`config.mk`:
```
export PLATFORM = sky130hd
export DESIGN_NAME = apb_rr_arbiter_flat
export DESIGN_NICKNAME = d
export VERILOG_FILES = /design/src/rtl/apb_rr_arbiter_pkg.sv /design/src/rtl/apb_rr_arbiter_if.sv /design/src/rtl/apb_rr_arbiter_pick.sv /design/src/rtl/apb_rr_arbiter.sv /design/src/flat_wrapper.sv
export SDC_FILE = /design/constraint.sdc
export NUM_CORES = 1
export LEC_CHECK = 0
export CORE_AREA = 3 3 109 111
export CTS_BUF_LIST = sky130_fd_sc_hd__clkbuf_2
export CTS_CLUSTER_DIAMETER = 100
export DETAILED_ROUTE_END_ITERATION = 10
export DIE_AREA = 0 0 112 114
export PLACE_DENSITY = 0.76
export SLEW_MARGIN = 10
export SYNTH_ARGS = -nofsm -noshare
export SYNTH_HDL_FRONTEND = slang
export SYNTH_HIERARCHICAL = 1
export SYNTH_SLANG_ARGS = --single-unit
```
`constraint.sdc`:
```
create_clock -name clk -period 8.5 [get_ports clk]
set_clock_uncertainty 0.2 [all_clocks]
set_input_delay 2.55 -clock clk [delete_from_list [all_inputs] [get_ports clk]]
set_output_delay 2.55 -clock clk [all_outputs]
set_load 0.02 [all_outputs]
```
`src/rtl/apb_rr_arbiter_pkg.sv`:
```
// Shared SoC APB configuration: bus widths, arbiter state encoding and timeout defaults.
package apb_rr_arbiter_pkg;

    localparam int unsigned APB_WIDTH      = 20;
    localparam int unsigned APB_DATA_WIDTH = 16;
    localparam logic [15:0] TIMEOUT_DATA_DEF = 16'hDEAD;

    typedef enum logic [1:0] {
        ST_IDLE   = 2'd0,
        ST_SETUP  = 2'd1,
        ST_ACCESS = 2'd2
    } apb_state_e;

    // Index width that stays legal for a single port.
    function automatic int unsigned idx_width(input int unsigned n);
        return (n > 1) ? $clog2(n) : 1;
    endfunction

endpackage

```
`src/rtl/apb_rr_arbiter_if.sv`:
```
// Core-side APB request lanes plus the shared decoder-side APB bus.
interface apb_rr_arbiter_if
    import apb_rr_arbiter_pkg::*;
#(
    parameter int unsigned MASTER_PORTS = 4,
    parameter int unsigned BUS_WIDTH    = APB_WIDTH,
    parameter int unsigned DATA_WIDTH   = APB_DATA_WIDTH
);
    logic [MASTER_PORTS*BUS_WIDTH-1:0]  S_PADDR;
    logic [MASTER_PORTS-1:0]            S_PWRITE;
    logic [MASTER_PORTS-1:0]            S_PSELx;
    logic [MASTER_PORTS-1:0]            S_PENABLE;
    logic [MASTER_PORTS*DATA_WIDTH-1:0] S_PWDATA;
    logic [MASTER_PORTS*DATA_WIDTH-1:0] S_PRDATA;
    logic [MASTER_PORTS-1:0]            S_PREADY;

    logic [BUS_WIDTH-1:0]               M_PADDR;
    logic                               M_PWRITE;
    logic                               M_PSEL;
    logic                               M_PENABLE;
    logic [DATA_WIDTH-1:0]              M_PWDATA;
    logic [DATA_WIDTH-1:0]              M_PRDATA;
    logic                               M_PREADY;

    // Arbiter view: slave to the cores, master toward the decoder.
    modport slave (
        input  S_PADDR, S_PWRITE, S_PSELx, S_PENABLE, S_PWDATA, M_PRDATA, M_PREADY,
        output S_PRDATA, S_PREADY, M_PADDR, M_PWRITE, M_PSEL, M_PENABLE, M_PWDATA
    );

    // Environment view: the cores and the decoded slave.
    modport master (
        output S_PADDR, S_PWRITE, S_PSELx, S_PENABLE, S_PWDATA, M_PRDATA, M_PREADY,
        input  S_PRDATA, S_PREADY, M_PADDR, M_PWRITE, M_PSEL, M_PENABLE, M_PWDATA
    );
endinterface

```
`src/rtl/apb_rr_arbiter_pick.sv`:
```
// Round-robin picker: first requester above last_grant, wrapping, as one-hot and index.
module apb_rr_pick
    import apb_rr_arbiter_pkg::*;
#(
    parameter int unsigned MASTER_PORTS = 4
)(
    input  logic [MASTER_PORTS-1:0]                req,
    input  logic [idx_width(MASTER_PORTS)-1:0]     last,
    output logic [MASTER_PORTS-1:0]                onehot,
    output logic [idx_width(MASTER_PORTS)-1:0]     idx
);
    localparam int unsigned IDX_W = idx_width(MASTER_PORTS);

    logic             found;
    logic [IDX_W-1:0] cand;

    always_comb begin
        onehot = '0;
        idx    = '0;
        found  = 1'b0;
        cand   = '0;
        for (int k = 1; k <= int'(MASTER_PORTS); k++) begin
            cand = IDX_W'((32'(last) + 32'(k)) % MASTER_PORTS);
            if (!found && req[cand]) begin
                found        = 1'b1;
                idx          = cand;
                onehot[cand] = 1'b1;
            end
        end
    end

endmodule

```
`src/rtl/apb_rr_arbiter.sv`:
```
// Round-robin APB arbiter: N core masters share one APB bus, with wait-state timeout.
module apb_rr_arbiter
    import apb_rr_arbiter_pkg::*;
#(
    parameter int unsigned           MASTER_PORTS = 4,
    parameter int unsigned           BUS_WIDTH    = APB_WIDTH,
    parameter int unsigned           DATA_WIDTH   = APB_DATA_WIDTH,
    parameter int unsigned           TIMEOUT      = 255,
    parameter logic [DATA_WIDTH-1:0] TIMEOUT_DATA = DATA_WIDTH'(TIMEOUT_DATA_DEF)
)(
    input  logic                    clk,
    input  logic                    reset,
    apb_rr_arbiter_if.slave         bus,
    output logic [MASTER_PORTS-1:0] grant,
    output logic                    timeout_err
);
    localparam int unsigned IDX_W     = idx_width(MASTER_PORTS);
    localparam logic [15:0] WAIT_LAST = 16'(TIMEOUT - 1);

    apb_state_e                state;
    logic [IDX_W-1:0]          gidx;
    logic [IDX_W-1:0]          last_grant;
    logic [15:0]               wait_cnt;
    logic [MASTER_PORTS-1:0]   pick_onehot;
    logic [IDX_W-1:0]          pick_idx;
    logic                      sel_g;
    logic                      rdy;
    logic                      tmo;
    logic [DATA_WIDTH-1:0]     rsp_data;

    apb_rr_pick #(.MASTER_PORTS(MASTER_PORTS)) u_pick (
        .req    (bus.S_PSELx),
        .last   (last_grant),
        .onehot (pick_onehot),
        .idx    (pick_idx)
    );

    // Completion qualifiers; a dropped PSEL (abort) suppresses both.
    always_comb begin
        sel_g    = |(bus.S_PSELx & grant);
        rdy      = (state == ST_ACCESS) && sel_g && bus.M_PREADY;
        tmo      = (state == ST_ACCESS) && sel_g && !bus.M_PREADY && (wait_cnt == WAIT_LAST);
        rsp_data = rdy ? bus.M_PRDATA : (tmo ? TIMEOUT_DATA : '0);
    end

    assign timeout_err   = tmo;
    assign bus.M_PSEL    = (state != ST_IDLE);
    assign bus.M_PENABLE = (state == ST_ACCESS);
    assign bus.S_PREADY  = (rdy || tmo) ? grant : '0;

    // Grant is zero in IDLE, so the OR-mux yields zeros there.
    always_comb begin
        bus.M_PADDR  = '0;
        bus.M_PWRITE = 1'b0;
        bus.M_PWDATA = '0;
        bus.S_PRDATA = '0;
        for (int i = 0; i < int'(MASTER_PORTS); i++) begin
            if (grant[i]) begin
                bus.M_PADDR  = bus.M_PADDR  | bus.S_PADDR[i*BUS_WIDTH +: BUS_WIDTH];
                bus.M_PWRITE = bus.M_PWRITE | bus.S_PWRITE[i];
                bus.M_PWDATA = bus.M_PWDATA | bus.S_PWDATA[i*DATA_WIDTH +: DATA_WIDTH];
                bus.S_PRDATA[i*DATA_WIDTH +: DATA_WIDTH] = rsp_data;
            end
        end
    end

    always_ff @(posedge clk or negedge reset) begin
        if (!reset) begin
            state      <= ST_IDLE;
            grant      <= '0;
            gidx       <= '0;
            last_grant <= IDX_W'(MASTER_PORTS - 1);
            wait_cnt   <= '0;
        end else begin
            case (state)
                ST_IDLE: begin
                    if (|bus.S_PSELx) begin
                        grant <= pick_onehot;
                        gidx  <= pick_idx;
                        state <= ST_SETUP;
                    end
                end
                ST_SETUP: begin
                    if (!sel_g) begin
                        state      <= ST_IDLE;
                        grant      <= '0;
                        last_grant <= gidx;
                    end else begin
                        state    <= ST_ACCESS;
                        wait_cnt <= '0;
                    end
                end
                ST_ACCESS: begin
                    if (!sel_g || rdy || tmo) begin
                        state      <= ST_IDLE;
                        grant      <= '0;
                        last_grant <= gidx;
                    end else begin
                        wait_cnt <= wait_cnt + 16'd1;
                    end
                end
                default: begin
                    state <= ST_IDLE;
                    grant <= '0;
                end
            endcase
        end
    end

endmodule

```
`src/flat_wrapper.sv`:
```
// flat-port wrapper written by rule: the top's interface ports become plain ports
module apb_rr_arbiter_flat import apb_rr_arbiter_pkg::*;
#(
    parameter int unsigned           MASTER_PORTS = 4,
    parameter int unsigned           BUS_WIDTH    = APB_WIDTH,
    parameter int unsigned           DATA_WIDTH   = APB_DATA_WIDTH,
    parameter int unsigned           TIMEOUT      = 255,
    parameter logic [DATA_WIDTH-1:0] TIMEOUT_DATA = DATA_WIDTH'(TIMEOUT_DATA_DEF)
)
  (clk, reset, grant, timeout_err, bus_S_PADDR, bus_S_PWRITE, bus_S_PSELx, bus_S_PENABLE, bus_S_PWDATA, bus_M_PRDATA, bus_M_PREADY, bus_S_PRDATA, bus_S_PREADY, bus_M_PADDR, bus_M_PWRITE, bus_M_PSEL, bus_M_PENABLE, bus_M_PWDATA);
  apb_rr_arbiter_if #(.MASTER_PORTS(MASTER_PORTS), .BUS_WIDTH(BUS_WIDTH), .DATA_WIDTH(DATA_WIDTH)) bus_i ();
  input  logic clk;
  input  logic reset;
  output logic [MASTER_PORTS-1:0] grant;
  output logic timeout_err;
  input wire logic [$bits(bus_i.S_PADDR)-1:0] bus_S_PADDR;
  input wire logic [$bits(bus_i.S_PWRITE)-1:0] bus_S_PWRITE;
  input wire logic [$bits(bus_i.S_PSELx)-1:0] bus_S_PSELx;
  input wire logic [$bits(bus_i.S_PENABLE)-1:0] bus_S_PENABLE;
  input wire logic [$bits(bus_i.S_PWDATA)-1:0] bus_S_PWDATA;
  input wire logic [$bits(bus_i.M_PRDATA)-1:0] bus_M_PRDATA;
  input wire logic [$bits(bus_i.M_PREADY)-1:0] bus_M_PREADY;
  output wire logic [$bits(bus_i.S_PRDATA)-1:0] bus_S_PRDATA;
  output wire logic [$bits(bus_i.S_PREADY)-1:0] bus_S_PREADY;
  output wire logic [$bits(bus_i.M_PADDR)-1:0] bus_M_PADDR;
  output wire logic [$bits(bus_i.M_PWRITE)-1:0] bus_M_PWRITE;
  output wire logic [$bits(bus_i.M_PSEL)-1:0] bus_M_PSEL;
  output wire logic [$bits(bus_i.M_PENABLE)-1:0] bus_M_PENABLE;
  output wire logic [$bits(bus_i.M_PWDATA)-1:0] bus_M_PWDATA;
  assign bus_i.S_PADDR = bus_S_PADDR;
  assign bus_i.S_PWRITE = bus_S_PWRITE;
  assign bus_i.S_PSELx = bus_S_PSELx;
  assign bus_i.S_PENABLE = bus_S_PENABLE;
  assign bus_i.S_PWDATA = bus_S_PWDATA;
  assign bus_i.M_PRDATA = bus_M_PRDATA;
  assign bus_i.M_PREADY = bus_M_PREADY;
  assign bus_S_PRDATA = bus_i.S_PRDATA;
  assign bus_S_PREADY = bus_i.S_PREADY;
  assign bus_M_PADDR = bus_i.M_PADDR;
  assign bus_M_PWRITE = bus_i.M_PWRITE;
  assign bus_M_PSEL = bus_i.M_PSEL;
  assign bus_M_PENABLE = bus_i.M_PENABLE;
  assign bus_M_PWDATA = bus_i.M_PWDATA;
  apb_rr_arbiter #(.MASTER_PORTS(MASTER_PORTS), .BUS_WIDTH(BUS_WIDTH), .DATA_WIDTH(DATA_WIDTH), .TIMEOUT(TIMEOUT), .TIMEOUT_DATA(TIMEOUT_DATA)) u_core (.clk(clk), .reset(reset), .bus(bus_i), .grant(grant), .timeout_err(timeout_err));
endmodule
```
==> results of run 1 <==
flip-flops by register name, summed over array words and instances, names as in the netlist:
signal,flops
u_core/wait_cnt,16
u_core/grant,4
u_core/gidx,2
u_core/last_grant,2
u_core/state,2
cells in the final DEF, fill, tap and decap left out, types with 3 or more instances in the layout:
master / netlist / routed
sky130_fd_sc_hd__dfrtp_1: 24 / 24
sky130_fd_sc_hd__a221o_2: 4 / 4
sky130_fd_sc_hd__and3_1: 23 / 23
sky130_fd_sc_hd__mux2i_1: 6 / 6
sky130_fd_sc_hd__nor4_1: 3 / 3
sky130_fd_sc_hd__clkbuf_2: 0 / 4
sky130_fd_sc_hd__nor3_1: 5 / 5
sky130_fd_sc_hd__nor2b_1: 4 / 4
sky130_fd_sc_hd__nand4_1: 3 / 3
sky130_fd_sc_hd__o21ai_0: 22 / 22
sky130_fd_sc_hd__a22oi_1: 79 / 79
sky130_fd_sc_hd__ha_1: 14 / 14
sky130_fd_sc_hd__buf_4: 4 / 8
sky130_fd_sc_hd__nand2_1: 74 / 74
sky130_fd_sc_hd__nor2_1: 62 / 62
sky130_fd_sc_hd__mux2_2: 6 / 6
sky130_fd_sc_hd__or4_2: 3 / 3
sky130_fd_sc_hd__a22o_2: 3 / 3
sky130_fd_sc_hd__a21oi_1: 4 / 4
sky130_fd_sc_hd__o31ai_1: 4 / 4
sky130_fd_sc_hd__nand3_1: 16 / 16
sky130_fd_sc_hd__o211ai_1: 3 / 3
sky130_fd_sc_hd__inv_1: 17 / 17
sky130_fd_sc_hd__clkdlybuf4s50_1: 0 / 281
logic make-up after synthesis:
family,count (synthesis)
AOI/OAI and AO/OA,135
adders and majority gates,14
buffers and inverters,57
DFF,26
muxes,14
and+or+nand+nor,211
stage by stage:
stage / setup WS, ps / total power, mW / area [um^2] / hold WS [ps] / utilization [%]
final: 553 / 1.04 / 6130 / 321 / 56.3
after global routing: 356 / 1.11 / 6130 / 359 / 56.3
after CTS: 614 / 1.04 / 6140 / 327 / 56.4
after detailed placement: 614 / 0.988 / 6120 / 293 / 56.2
after global placement: 648 / 0.971 / 6120 / 283 / 56.2
after floorplan: 2080 / 0.665 / 3280 / 259 / -
worst max-delay path by stage:
| stage | slack [ps] | start | cells after the start | to |
|---|---|---|---|---|
| after floorplan | 2080 | bus_S_PSELx[2] | 5 | bus_S_PRDATA[13] |
| after global placement | 650 | bus_S_PSELx[2] | 6 | bus_S_PRDATA[33] |
| after detailed placement | 610 | bus_S_PSELx[2] | 6 | bus_S_PRDATA[38] |
| after CTS | 610 | bus_S_PSELx[2] | 6 | bus_S_PRDATA[38] |
| after global routing | 360 | bus_S_PSELx[2] | 6 | bus_S_PRDATA[52] |
| final | 550 | bus_S_PSELx[2] | 6 | bus_S_PRDATA[38] |
routing by layer:
metal	global-route usage (%)	vias up	wire, um
li1	-	2190	-
met1	31.4	2197	6890
met2	40.8	274	8020
met3	5.62	16	1620
met4	3.29	0	189
met5	0	-	0
where the power goes:
part	switching, mW	internal (mW)	total, mW
logic	0.449	0.368	0.817
registers	0.0288	0.147	0.176
clock network	0.0369	0.0124	0.0493
layout make-up:
class / count / area, um^2 / area share [%]
clock buffers: 4 / 20.0 / 0.326
inverters: 18 / 67.6 / 1.10
multi-input cells: 374 / 2340 / 38.2
flip-flops and latches: 26 / 653 / 10.6
well taps: 140 / 175 / 2.86
repair buffers: 290 / 2880 / 46.9
==> key figures, run 1 <==
Synth
  – Biggest area contributors in the synthesized netlist: sky130_fd_sc_hd__dfrtp_1 18%, sky130_fd_sc_hd__a22oi_1 18%, sky130_fd_sc_hd__nand2_1 8.5%
  – EDFF count, synth: 0
  – Post-Synthesis Cells: 457
  – Largest family of logic cells by synthesized area: compound AO/OA/AOI/OAI gates
  – Complex-gate fraction of the synthesized area: 30.7%
  – Most instantiated flip-flop cell in the synthesis netlist: sky130_fd_sc_hd__dfrtp_1
  – Adder and majority gate portion of the synthesized area: 5.33%
  – Yosys top cell by area: sky130_fd_sc_hd__dfrtp_1
  – XOR/XNOR share of the synthesized area: 0%
  – Area share of and/or/nand/nor cells after synthesis: 29.9%
  – Fraction of post-synthesis cell area in the top cell type by area: between 10% and 20%
  – Number of distinct standard cells referenced by the synthesized netlist: 58
  – Netlist Area Pre-Place: 3280 um^2
  – Post-synthesis area per instance: 7.19 um^2
  – Async SR Flop Fraction: 100%
  – Part of the Yosys area used for sequential elements: about a fifth
  – Yosys warning total: 6
  – Ranking of synthesized cells by instance count: 79 x sky130_fd_sc_hd__a22oi_1, 74 x sky130_fd_sc_hd__nand2_1, 62 x sky130_fd_sc_hd__nor2_1
  – Number of register bits inferred by synthesis: 26
  – Most common cell in the netlist: sky130_fd_sc_hd__a22oi_1
  – Post-synth net total: 646
  – Mux contribution to synthesized area: 5.26%

Placement
  – Port buffer count: ~280
  – Number of cells after detailed placement: approximately 850
  – Routability-driven placement congestion ratio: 0.930
  – Placed wire-length estimate after detailed placement: about 13,000 um

Final layout
  – Number of nets in the finished design: 902
  – Area overhead of the layout relative to synthesis: 86.8%
  – Filler cell count in the final layout: 1,005
  – Final standard cell count with taps included and fillers excluded: 852
  – Share of cells above drive strength 1: 5.76%
  – Antenna diodes: 0

Worst setup path
  – Endpoint type of the worst setup path: output pin
  – Data arrival time of the critical path: 5200 ps
  – CP max stage cell: sky130_fd_sc_hd__nor2_1
  – Most repeated library cell on the critical path: sky130_fd_sc_hd__clkdlybuf4s50_1
  – Capture point of the worst reg-to-reg path: u_core/wait_cnt[6]
  – Biggest cell delay along the critical path: 870 ps
  – Cell chain of the critical path: clkdlybuf4s50_1 > a22o_2 > o21ai_0 > nor2_1 > and3_1 > clkdlybuf4s50_1
  – Length in cells of the worst reg-to-reg path: 5
  – Reg2Reg Setup Slack: 5400 ps
  – Data required time of the critical path: around 5800 ps
  – Start-to-end type of the worst setup path: input pin to output pin
  – Family with the most delay on the worst path: simple AND/OR/NAND/NOR gates
  – Sum of buffers and inverters on the critical path: 2
  – FF-to-FF Start: u_core/wait_cnt[8]
  – Maximum fanout count along the critical path: 20
  – Startpoint kind of the worst setup timing path: input pin

Die
  – Initial Util: 30.2%
  – Die height: 114 um
  – Number of placed I/O pins: between 200 and 300
  – Number of standard-cell rows in the floorplan: 38
  – Placeable core region: 10,900 um^2
  – Die area: 12,800 um^2
  – Die X: 112 um

Timing
  – Count of final max-slew check failures: 0
  – Final total negative setup slack: 0 ps
  – Final critical-path share of the clock period: 93.5%
  – Worst slew margin: between 20% and 30%
  – Highest clock frequency the design can meet: 126 MHz
  – Clock period minus final worst setup slack: 7950 ps
  – Setup repair after global routing missed its margin: false
  – Least-Margin Pin Slew: 1060 ps
  – Total count of hold-check failures in the final report: 0
  – # setup viols final: 0

Routing
  – DRC violations left: 0
  – Post-route antenna net violation count: 0
  – Wire length per cell: 19.6 um
  – Drt first-iter violations: between 400 and 500
  – Routed wire length: approximately 17,000 um
  – Routed via count divided by cell count: 5.49
  – Total via count after detailed routing: ~4,700
  – Number of iterations in the first detailed-routing pass: 5

Clocking
  – H-Tree Depth: 1
  – Worst-Skew Late Latency: roughly 360 ps
  – Clock Tree Root: sky130_fd_sc_hd__clkbuf_2
  – # Post-CTS Setup Buffers: 0
  – Clock tree buffer depth: 2
  – CTS Buf Count: 3
  – Clock tree from TritonCTS: built
  – Resized cells post-CTS: 0
  – Post-CTS Hold Fix Bufs: 0
  – Clock-pin slew of the registers on the worst-case setup and hold paths: between 200 and 300 ps
  – Clock sink count: 26

Status
  – Status: finished, final reports clean

Global route
  – Via count of the first global-routing pass: roughly 4,500
  – Antenna violations before repair: 0
  – Global-route congestion overflow total: 0
  – All-Layer GR Usage: 23.8%
  – Largest net degree at the start of global routing: 47
  – Global-route wire length before repair: 24,600 um

Worst hold path
  – Startpoint of the worst hold path: u_core/wait_cnt[9]
  – Worst hold path class: register to register
  – Min-Delay Path Depth: 1
  – WHS Endpoint: u_core/wait_cnt[9]

Power
  – Total leakage power: 2.64 nW
  – Largest voltage drop on the vdd net: 102 uV
  – PD cells: 170 nW/um^2

Flow run
  – Max-cap violations: 0
Power figures use the tool's default switching activity.
==> run 2: changes to the inputs <==
--- a/config.mk
+++ b/config.mk
@@ -5,6 +5,7 @@
 export SDC_FILE = /design/constraint.sdc
 export NUM_CORES = 1
 export LEC_CHECK = 0
+export CAP_MARGIN = 15
 export CORE_AREA = 3 3 109 111
 export CTS_BUF_LIST = sky130_fd_sc_hd__clkbuf_2
 export CTS_CLUSTER_DIAMETER = 100
==> results of run 2 <==
Final layout, timing and power as in run 1 (identical DEF).
==> run 3: changes to the inputs <==
--- a/config.mk
+++ b/config.mk
@@ -6,12 +6,12 @@
 export NUM_CORES = 1
 export LEC_CHECK = 0
 export CAP_MARGIN = 15
-export CORE_AREA = 3 3 109 111
-export CTS_BUF_LIST = sky130_fd_sc_hd__clkbuf_2
+export CORE_AREA = 2 2 113 115
+export CTS_BUF_LIST = sky130_fd_sc_hd__clkbuf_16
 export CTS_CLUSTER_DIAMETER = 100
 export DETAILED_ROUTE_END_ITERATION = 10
-export DIE_AREA = 0 0 112 114
-export PLACE_DENSITY = 0.76
+export DIE_AREA = 0 0 115 117
+export PLACE_DENSITY = 0.7
 export SLEW_MARGIN = 10
 export SYNTH_ARGS = -nofsm -noshare
 export SYNTH_HDL_FRONTEND = slang
==> run 3 against run 2 <==
  * Cell count rose by 1.4%
  * Setup slack got worse by 8.8 ps
  * Sequential cell count did not move
  * Count of clock-buffer cells in the layout fell by 1
  * Non-clock buffer count rose by 1
  * Via count fell by 2.0%
  * Power rose by 5.4%
  * Maximum frequency fell by 0.11%
  * Utilization fell by 5.8 points
  * Combinational power fell by 2%
  * Cell area rose by 1.4%
==> key figures, run 3 (synthesized netlist as in run 1, its figures left out) <==
Global route
  – Via count of the first global-routing pass: 4,124
  – All-Layer GR Usage: 22.2%
  – Largest net degree at the start of global routing: between 40 and 50
  – Global-route wire length before repair: 23,100 um
  – Global-route congestion overflow total: 0
  – Antenna violations before repair: 1

Routing
  – Total via count after detailed routing: about 4,600
  – DRC violations left: 0
  – Top routing layer used: met4
  – Routed via count divided by cell count: 5.30
  – Detailed-routed wire length on met3: 1440 um
  – Drt first-iter violations: 439
  – Detailed route wirelength on metal2: 7570 um
  – Post-route antenna net violation count: 0
  – Number of iterations in the first detailed-routing pass: 5
  – Wire length per cell: 19.0 um
  – Routed wire length: roughly 16,000 um
  – Met1 routed wirelength after detailed routing: 7250 um

Placement
  – Placed wire-length estimate after detailed placement: 13,300 um
  – Port buffer count: 282
  – Pre-CTS setup slack: 598 ps
  – Number of cells after detailed placement: 859
  – Routability-driven placement congestion ratio: 0.792
  – Placed cell areas: 6140 um^2

Final layout
  – Top flop regs: u_core/wait_cnt x16, u_core/grant x4
  – Area overhead of the layout relative to synthesis: 89.4%
  – Storage cell area: 653 um^2
  – Share of cells above drive strength 1: between 5 and 6%
  – Final core utilization: 50.5%
  – Commonest cells after routing, fill and taps aside: 282 x sky130_fd_sc_hd__clkdlybuf4s50_1, 79 x sky130_fd_sc_hd__a22oi_1, 74 x sky130_fd_sc_hd__nand2_1
  – Final std cell area, no fill: just over 6000 um^2
  – Number of nets in the finished design: 903
  – Register with the most flip-flops: u_core/wait_cnt
  – Area taken by multi-input logic gates: 2340 um^2
  – Final standard cell count with taps included and fillers excluded: 864
  – Most common cell after layout, fill and taps aside: sky130_fd_sc_hd__clkdlybuf4s50_1
  – Filler cell count in the final layout: 1,175
  – Max FFs per register: 16

Die
  – Die height: around 120 um
  – Number of placed I/O pins: around 290
  – Die area: 13,500 um^2
  – Initial Util: 26.7%
  – Die X: 115 um
  – Placeable core region: 12,300 um^2
  – Number of standard-cell rows in the floorplan: ~40

Timing
  – Worst slew margin: 32.3%
  – Total count of hold-check failures in the final report: 0
  – Setup repair after global routing missed its margin: false
  – Highest clock frequency the design can meet: around 130 MHz
  – Least-Margin Pin Slew: 1010 ps
  – Worst-case hold slack: 311 ps
  – Clock period minus final worst setup slack: 7960 ps
  – Final total negative setup slack: 0 ps
  – # setup viols final: 0
  – Count of final max-slew check failures: 0
  – Setup slack after layout: 544 ps
  – Final critical-path share of the clock period: 93.6%

Worst hold path
  – Worst hold path class: register to register

Flow run
  – Max-cap violations: 0

Clocking
  – Clock Tree Root: sky130_fd_sc_hd__clkbuf_16
  – Worst-Skew Late Latency: 260 ps
  – Post-CTS Hold Fix Bufs: 0
  – Clock sink count: 26
  – H-Tree Depth: 1
  – Clock-pin slew of the registers on the worst-case setup and hold paths: 70 ps
  – # Post-CTS Setup Buffers: 0
  – Clock tree buffer depth: 2
  – Resized cells post-CTS: 0
  – CTS Buf Count: 3
  – Clock tree from TritonCTS: built

Worst setup path
  – Maximum fanout count along the critical path: 20
  – Data arrival time of the critical path: 5210 ps
  – Endpoint type of the worst setup path: output pin
  – Startpoint kind of the worst setup timing path: input pin
  – Data required time of the critical path: approximately 5800 ps
  – Start-to-end type of the worst setup path: input pin to output pin

Power
  – Total leakage power: approximately 2.7 nW
  – Post-route total power: between 1 and 1.5 mW
  – PD cells: 177 nW/um^2
  – Largest voltage drop on the vdd net: 100 uV

Status
  – Status: finished, final reports clean
[run 3: area by class of cell]
class,count,share of cell area [%]
Clock inverter,1,0.0603
Clock buffer,3,1.21
Antenna cell,1,0.0402
Tap cell,150,3.02
Timing Repair Buffer,291,46.5
Multi-Input combinational cell,374,37.6
Inverter,18,1.09
Sequential cell,26,10.5
[run 3: worst max-delay path, cell delays in order]
cell	delay [ps]
sky130_fd_sc_hd__clkdlybuf4s50_1	490
sky130_fd_sc_hd__a22o_2	170
sky130_fd_sc_hd__o21ai_0	220
sky130_fd_sc_hd__nor2_1	850
sky130_fd_sc_hd__and3_1	270
sky130_fd_sc_hd__clkdlybuf4s50_1	650
[run 3: final timing paths]
check	start	endpoint	slack, ps	depth (start not counted)
setup / recovery	bus_S_PSELx[2]	bus_S_PRDATA[36]	540	6
hold reg to reg	u_core/wait_cnt[9]	u_core/wait_cnt[9]	310	1
min in group asynchronous	reset	u_core/wait_cnt[14]	2450	2
max in group asynchronous	reset	u_core/last_grant[1]	5350	2
hold / removal	u_core/wait_cnt[9]	u_core/wait_cnt[9]	310	1
setup reg to reg	u_core/wait_cnt[8]	u_core/wait_cnt[7]	5480	5
[run 3: metal layers]
layer  global-route usage [%]  vias to the layer above
met5                        0                        -
met4                     4.18                        0
met3                     3.71                       16
met2                     35.3                      254
met1                     32.1                     2122
li1                         -                     2191
[run 3: where the power goes]
part / switching, mW / internal, mW
sequential: 0.0439 / 0.147
clock: 0.0423 / 0.0630
combinational: 0.434 / 0.368
total: 0.520 / 0.578
